**config.mk**
```make
export PLATFORM = sky130hd
export DESIGN_NAME = mem_data_arbiter
export DESIGN_NICKNAME = d
export VERILOG_FILES = /design/src/rtl/mem_data_arbiter.sv
export SDC_FILE = /design/constraint.sdc
export NUM_CORES = 1
export LEC_CHECK = 0
export CORE_MARGIN = 4
export CORE_UTILIZATION = 28
export DETAILED_ROUTE_END_ITERATION = 10
export MAX_ROUTING_LAYER = met4
export REMOVE_ABC_BUFFERS = 1
export SLEW_MARGIN = 0
export SYNTH_ARGS = -nofsm -noshare
export SYNTH_HDL_FRONTEND = slang
export SYNTH_SLANG_ARGS = --single-unit
```
**constraint.sdc**
```tcl
create_clock -name i_clk -period 2.5 [get_ports i_clk]
set_input_delay 0.375 -clock i_clk [delete_from_list [all_inputs] [get_ports i_clk]]
set_output_delay 0.375 -clock i_clk [all_outputs]
set_load 0.005 [all_outputs]
```
**src/rtl/mem_data_arbiter.sv**
```systemverilog
`default_nettype none
// ============================================================================
// Module      : mem_data_arbiter
// Description : Shares one single-port no-change RAM between a CPU port and
//               a background dump engine. The CPU port always wins and sees
//               no wait states. The dump engine streams a window of words
//               (base, len) out through a valid/ready interface and takes RAM
//               cycles only when the CPU is idle. Addresses wrap modulo depth.
// Revision    : 1.0 - initial release
// ============================================================================
module mem_data_arbiter #(
    parameter int RAM_WIDTH  = 16,
    parameter int ADDR_WIDTH = 10
) (
    input  logic                  i_clk,
    input  logic                  i_reset,

    // CPU port: absolute priority, read latency of one cycle
    input  logic                  i_cpu_req,
    input  logic                  i_cpu_we,
    input  logic [ADDR_WIDTH-1:0] i_cpu_addr,
    input  logic [RAM_WIDTH-1:0]  i_cpu_wdata,
    output logic                  o_cpu_gnt,
    output logic [RAM_WIDTH-1:0]  o_cpu_rdata,
    output logic                  o_cpu_rvalid,

    // Dump request: len is a word count, so it is one bit wider than an address
    input  logic                  i_dump_start,
    input  logic [ADDR_WIDTH-1:0] i_dump_base,
    input  logic [ADDR_WIDTH:0]   i_dump_len,

    // Dump stream
    output logic [RAM_WIDTH-1:0]  o_dump_data,
    output logic                  o_dump_valid,
    input  logic                  i_dump_ready,
    output logic                  o_dump_busy,
    output logic                  o_dump_done,

    // RAM port
    output logic [ADDR_WIDTH-1:0] o_ram_addr,
    output logic [RAM_WIDTH-1:0]  o_ram_data,
    output logic                  o_ram_we,
    input  logic [RAM_WIDTH-1:0]  i_ram_data
);

    // ------------------------------------------------------------------------
    // Dump state encoding
    // ------------------------------------------------------------------------
    localparam logic [2:0] c_ST_IDLE    = 3'd0;  // waiting for a start pulse
    localparam logic [2:0] c_ST_ISSUE   = 3'd1;  // present dump address when CPU is idle
    localparam logic [2:0] c_ST_CAPTURE = 3'd2;  // RAM output now holds the dump word
    localparam logic [2:0] c_ST_HOLD    = 3'd3;  // word offered downstream
    localparam logic [2:0] c_ST_DONE    = 3'd4;  // one-cycle completion pulse

    localparam logic [ADDR_WIDTH:0] c_INDEX_ONE = {{ADDR_WIDTH{1'b0}}, 1'b1};

    // ------------------------------------------------------------------------
    // Registers and combinational nets
    // ------------------------------------------------------------------------
    logic [2:0]            r_state;
    logic [2:0]            w_state_nxt;
    logic [ADDR_WIDTH-1:0] r_base;
    logic [ADDR_WIDTH:0]   r_len;
    logic [ADDR_WIDTH:0]   r_index;
    logic [RAM_WIDTH-1:0]  r_dump_data;
    logic                  r_cpu_rvalid;
    logic [ADDR_WIDTH-1:0] r_addr_hold;

    logic [ADDR_WIDTH-1:0] w_dump_addr;
    logic [ADDR_WIDTH:0]   w_index_inc;
    logic                  w_last_word;
    logic                  w_start_ok;
    logic                  w_accept;
    logic [ADDR_WIDTH-1:0] w_ram_addr;

    // Same-width addition drops the carry, which gives the modulo-depth wrap.
    assign w_dump_addr = r_base + r_index[ADDR_WIDTH-1:0];
    assign w_index_inc = r_index + c_INDEX_ONE;
    assign w_last_word = (w_index_inc == r_len);
    assign w_start_ok  = (r_state == c_ST_IDLE) && i_dump_start;
    assign w_accept    = (r_state == c_ST_HOLD) && i_dump_ready;

    // ------------------------------------------------------------------------
    // RAM port mux. The CPU owns the port whenever it asks; otherwise the dump
    // address is shown only while issuing, and the address is parked at its
    // last value the rest of the time so the RAM input does not toggle.
    // ------------------------------------------------------------------------
    always_comb begin
        w_ram_addr = r_addr_hold;
        if (i_cpu_req) begin
            w_ram_addr = i_cpu_addr;
        end else if (r_state == c_ST_ISSUE) begin
            w_ram_addr = w_dump_addr;
        end
    end

    assign o_ram_addr  = w_ram_addr;
    assign o_ram_data  = i_cpu_wdata;
    assign o_ram_we    = i_cpu_req & i_cpu_we;

    // CPU grant and read data are pass-through so they stay live during reset.
    assign o_cpu_gnt   = i_cpu_req;
    assign o_cpu_rdata = i_ram_data;
    assign o_cpu_rvalid = r_cpu_rvalid;

    // Remember the last address driven to the RAM so idle cycles can hold it.
    always_ff @(posedge i_clk) begin
        if (i_reset && !i_cpu_req) begin
            r_addr_hold <= '0;
        end else begin
            r_addr_hold <= w_ram_addr;
        end
    end

    // CPU read-valid: a read issued this cycle returns data next cycle.
    always_ff @(posedge i_clk) begin
        if (i_reset) begin
            r_cpu_rvalid <= 1'b0;
        end else begin
            r_cpu_rvalid <= i_cpu_req & ~i_cpu_we;
        end
    end

    // ------------------------------------------------------------------------
    // Dump state machine
    // ------------------------------------------------------------------------

    // Next-state decode; a stolen ISSUE cycle simply retries the same word.
    always_comb begin
        w_state_nxt = r_state;
        case (r_state)
            c_ST_IDLE: begin
                if (i_dump_start) begin
                    w_state_nxt = (i_dump_len == '0) ? c_ST_DONE : c_ST_ISSUE;
                end
            end
            c_ST_ISSUE: begin
                if (!i_cpu_req) begin
                    w_state_nxt = c_ST_CAPTURE;
                end
            end
            c_ST_CAPTURE: begin
                w_state_nxt = c_ST_HOLD;
            end
            c_ST_HOLD: begin
                if (i_dump_ready) begin
                    w_state_nxt = w_last_word ? c_ST_DONE : c_ST_ISSUE;
                end
            end
            c_ST_DONE: begin
                w_state_nxt = c_ST_IDLE;
            end
            default: begin
                w_state_nxt = c_ST_IDLE;
            end
        endcase
    end

    // State, request latch, word index and the captured dump word.
    always_ff @(posedge i_clk) begin
        if (i_reset) begin
            r_state     <= c_ST_IDLE;
            r_base      <= '0;
            r_len       <= '0;
            r_index     <= '0;
            r_dump_data <= '0;
        end else begin
            r_state <= w_state_nxt;

            if (w_start_ok) begin
                r_base  <= i_dump_base;
                r_len   <= i_dump_len;
                r_index <= '0;
            end

            if (w_accept) begin
                r_index <= w_index_inc;
            end

            // The no-change RAM keeps the dump word on its output even if the
            // CPU writes in this cycle, and a CPU read only changes it at the
            // coming edge, so capturing here is always safe.
            if (r_state == c_ST_CAPTURE) begin
                r_dump_data <= i_ram_data;
            end
        end
    end

    // Status outputs are pure state decodes, so they clear with the state.
    assign o_dump_data  = r_dump_data;
    assign o_dump_valid = (r_state == c_ST_HOLD);
    assign o_dump_done  = (r_state == c_ST_DONE);
    assign o_dump_busy  = (r_state != c_ST_IDLE);

endmodule
`default_nettype wire

```
**Yosys cells after proc, flatten, opt, wreduce, memory -nomap -nowiden**

Index checks and enable logic that the tools add are counted.

- Register bits: 62
- Latch bits: 0
- RAM bits: 0
- Memory bits (read-only): 0
- Input port bits: 69
- Output and inout port bits: 64
- Memories kept: 0

- $add $sub $neg: 2
- Multiply operators: 0
- Divide/modulo/power cells: 0
- Order comparisons: 0
- Eq/ne operators: 8
- Shifts and indexed selects: 0
- Muxes and demuxes: 10
- Bitwise gates (word level): 3
- Reduce and logical (&&, ||, !) cells: 9

Operators with widths:

| cell | count |
|---|---|
| 2-to-1 mux 11 bit | 2 |
| 2-to-1 mux 10 bit | 2 |
| 2-to-1 mux 3 bit | 5 |
| case mux 3 bit (4 select lines) | 1 |
| adder 11 x 1 -> 11 bit, second input constant | 1 |
| == test 11 bit | 1 |
| zero test 11 bit | 1 |
| adder 10 bit | 1 |
| == test 3 x 2 -> 1 bit, second input constant | 2 |
| != test 2 bit, second input constant | 2 |
| == test 3 x 1 -> 1 bit, second input constant | 1 |
| == test 3 bit, second input constant | 1 |
| logical AND 1 bit | 3 |
| zero test 3 bit | 1 |
| AND reduction 3 bit | 1 |
| nonzero test 3 bit | 1 |
| AND 1 bit | 2 |
| != test 2 x 1 -> 1 bit, second input constant | 1 |
| nonzero test 2 bit | 1 |
| zero test 1 bit | 1 |
| inverter 1 bit | 1 |

**Logic depth before layout (Yosys ltp)**

- Depth in word-level cells: 5
- Depth in mapped cells: 8
- Gate-level depth less buffers: 8

**Least setup slack after synthesis**

OpenSTA, ideal clock, no wires.

- Path kind: reg2out
- From: register r_index[0]
- To: output o_ram_addr[8]
- Data arrival time: 1878 ps
- Data required time: 2125 ps
- Slack: 247 ps
- Stages on the path, launching flop included: 9
- Path buffers: 0
- Path through: dfxtp_1 ha_1 fa_1 a21oi_1 o211ai_1 a31oi_1 xnor2_1 mux2i_1 a21oi_1

- Cells in the longest elaborated chain, start to end: 3

Ends and longest elaborated chain:

| what | line | source |
|---|---|---|
| start: declaration | 64 | `logic [ADDR_WIDTH:0] r_index;` |
| start signal: assignment | 177 | `r_index <= w_index_inc;` |
| adder 10 bit | 77 | `assign w_dump_addr = r_base + r_index[ADDR_WIDTH-1:0];` |
| 2-to-1 mux 10 bit | 92 | `end else if (r_state == c_ST_ISSUE) begin` |
| 2-to-1 mux 10 bit | 90 | `if (i_cpu_req) begin` |
| end: declaration | 40 | `output logic [ADDR_WIDTH-1:0] o_ram_addr,` |

Every way passes these cells.

**Worst setup path in the final report**

Same ends and word-level chain as after synthesis.

==> results_dict.tcl <==
set metrics [dict create \
    status "complete, but fails checks" \
    violations "negative setup slack" \
    numCtsBuffers 9 \
    crit_family "compound AO/OA/AOI/OAI gates" \
    muxShareOfSynthArea_pct 2.82 \
    grt_pass1_wl_um 16700 \
    cts.path.max_buffers 2 \
    tritoncts "done" \
    clock_skew_ns 0.00734 \
    cts.sinks 62 \
    crit_buf_inv 2 \
    crit_chain "ha_4, fa_2, a21oi_2, buf_4, o211ai_1, a31oi_1, xnor2_1, mux2i_1, a21oi_1, buf_2" \
    ys_warn_count 0 \
    htreeDepth 3 \
    start_kind "flop" \
    syn_area_per_cell_um2 7.72 \
    critPathSlowestCell "fa_2" \
    max_stage_delay_ns 0.35 \
    cp-end-kind "primary output" \
    grt_pass1_vias 3433 \
    ioPinCount 133 \
    max_cap_violations 0 \
    place_ws_ns -0.386 \
    setup_viol 7 \
    n_fill_cell 1254 \
    path_clk_slew_ns 0.05 \
    clockRootBuffer "clkbuf_16" \
    fp.dieH_um 121 \
    peakVddDrop_v 0.000292 \
    via_per_inst 4.71 \
    hpwl_um 7500 \
    synth_compound_area_share_pct 19.4 \
    grt_max_degree 38 \
    syn_inst 465 \
    register_area_um2 1250 \
    p_total_w 0.00271 \
    drive_gt1_share_pct 18.4 \
    critPathMaxFanout 2 \
    synth_cell_types 56 \
    die_width_um 121 \
    synth_top_family_by_area "simple AND/OR/NAND/NOR gates" \
    multi_input_area_um2 2120 \
    syn_area_um2 3590 \
    drt_iter0_drc 215 \
    arrival_ns 2.34 \
    period_needed_ns 2.71 \
    drc_errors 0 \
    async_flop_share_pct 0 \
    fin_ws_ns -0.214 \
    dp.cells 703 \
    worst_pin_slew_ns 0.769 \
    gp_congestion 0.856 \
    yosys.area_share.simple_pct 24.5 \
    first_pass_iters 4 \
    drv_slew 0 \
    yosys_register_bits 62 \
    numPortBuffers 100 \
    relSlewSlack_pct 48.7 \
    synthXorXnorAreaFrac_pct 4.11 \
    antenna_found_initial 0 \
    core_area_um2 12600 \
    diodes 0 \
    vias 3474 \
    min_period_over_period_pct 109 \
    die_area_um2 14700 \
    row_count 41 \
    grt-ovfl-total 0 \
    area_growth_pct 45.5 \
    ant_nets 0 \
    synth-edff-count 0 \
    rsz0062_at_grt "true" \
    avgRoutedWirePerCell_um 14.3 \
    fmax_mhz 368 \
    p_per_area_nw_per_um2 519 \
    required_ns 2.12 \
    report.final.hold_viol_count 0 \
    nNetsFinal 643 \
    synth_fa_ha_area_share_pct 4.04 \
    hp-class "flop to flop" \
    initial_core_util_pct 28.6 \
    yosysSeqAreaShare_pct 34.6 \
    crit_type "flop to primary output" \
    ys.flop_type "dfxtp_1" \
    p_leak_nw 2.03 \
    final_cells 738 \
    clock_latency_ns 0.32 \
    wl_um 10600 \
    grt.total_usage_pct 14.5 \
]
-- final timing paths --
check	start	end	slack, ns	cells past startpoint
max	r_index[0]	o_ram_addr[8]	-0.21	10
min	o_dump_data[14]	o_dump_data[14]	0.45	2
min reg2reg	o_dump_data[14]	o_dump_data[14]	0.45	2
max reg2reg	r_index[1]	r_addr_hold[7]	-0.07	14
-- cell usage after synthesis (2+ instances only) --
library cell / n / share of area (%)
nor3_1: 12 / 1.7
a211oi_1: 4 / 0.84
a21boi_0: 4 / 0.84
a21o_1: 5 / 1.0
a31oi_1: 3 / 0.52
buf_2: 2 / 0.28
nor3b_1: 9 / 1.9
o211ai_1: 3 / 0.63
and2_2: 2 / 0.42
nand3_1: 8 / 1.1
o21a_1: 2 / 0.42
o21ai_0: 17 / 2.4
clkbuf_1: 22 / 2.3
xor2_1: 2 / 0.49
nand4_1: 4 / 0.70
a22oi_1: 2 / 0.42
dfxtp_1: 62 / 35
and2_1: 5 / 0.87
nand2_1: 98 / 10
nor2b_1: 6 / 1.0
mux2i_1: 9 / 2.5
nor4_1: 2 / 0.35
and3_1: 3 / 0.52
nor2_1: 22 / 2.3
xnor2_1: 13 / 3.2
a21oi_1: 63 / 8.8
nand3b_1: 3 / 0.63
o21bai_1: 2 / 0.42
or3_1: 2 / 0.35
ha_1: 10 / 3.5
inv_1: 4 / 0.42
buf_4: 36 / 7.5
-- per-stage QoR --
| stage | instance area [um2] | hold slack (ns) | utilization [%] | setup TNS, ns |
|---|---|---|---|---|
| floorplan | 3230 | 0.435 | - | 0 |
| global route | 5220 | 0.471 | 41.6 | -1.25 |
| CTS | 5140 | 0.456 | 40.9 | -0.729 |
| detailed placement | 4650 | 0.448 | 37.0 | -1.54 |
| global placement | 4650 | 0.443 | 37.0 | -1.20 |
| finish | 5220 | 0.451 | 41.6 | -0.562 |
-- worst register-to-register path: cells and delay by family, from the launching register on --
family                   cells  cell delay (ns)
AO/OA/AOI/OAI                4             0.73
adder cells (fa/ha/maj)      1             0.25
buffers and inverters        7             0.76
flip-flops                   1             0.36
multiplexers                 1             0.22
AND/OR/NAND/NOR              1             0.13
-- routing by layer --
| layer | up-vias | GRT usage [%] | part of all wire, % |
|---|---|---|---|
| met1 | 1594 | 17.9 | 44 |
| met3 | 10 | 4.01 | 5.6 |
| li1 | 1780 | - | - |
| met4 | 0 | 5.11 | 1.6 |
| met2 | 90 | 23.1 | 49 |
| met5 | - | - | 0 |
-- what timing repair did --
item	CTS	global route
endpoints found under the setup margin	9	10
buffers inserted	19	5
endpoints found under the hold margin	0	0
hold buffers	0	0
resized for setup	63	16
pin swaps	21	14
-- logic make-up (layout without fill, tap and decap cells) --
group | Yosys count | in the layout
buffers and inverters | 64 | 165
AO/OA/AOI/OAI | 117 | 117
multiplexers | 10 | 10
flip-flops | 62 | 62
AND/OR/NAND/NOR | 185 | 185
XOR/XNOR | 16 | 16
adder cells (fa/ha/maj) | 11 | 11
-- flip-flops by register name, summed over array words and instances, names as in the netlist --
name and count:
r_state 3, r_addr_hold 10, r_len 11, o_cpu_rvalid 1
r_base 10, o_dump_data 16, r_index 11
-- final cells by class --
type                       count  share of cell area [%]
clock buffer                  12                    4.72
clock inverter                 2                   0.192
tap                          172                    4.12
timing repair buffer         147                    26.1
multi-input combinational    339                    40.6
inverter                       4                   0.287
sequential                    62                    24.0
-- power breakdown --
group	internal (W)	total [W]	switching [W]
Clock	0.000682	0.00109	0.000412
Combinational	0.000298	0.000543	0.000245
Sequential	0.00104	0.00108	0.0000322
Total	0.00202	0.00271	0.000689
-- layout by cell type, fill, tap and decap left out, types with 7 or more instances in the layout --
cell type	count
a21oi_1	61
buf_2	7
buf_4	39
buf_6	8
clkbuf_16	9
clkdlybuf4s50_1	89
dfxtp_1	56
mux2i_1	8
nand2_1	98
nand3_1	8
nor2_1	22
nor3_1	11
nor3b_1	8
o21ai_0	9
xnor2_1	11
Power figures use the tool's default switching activity.
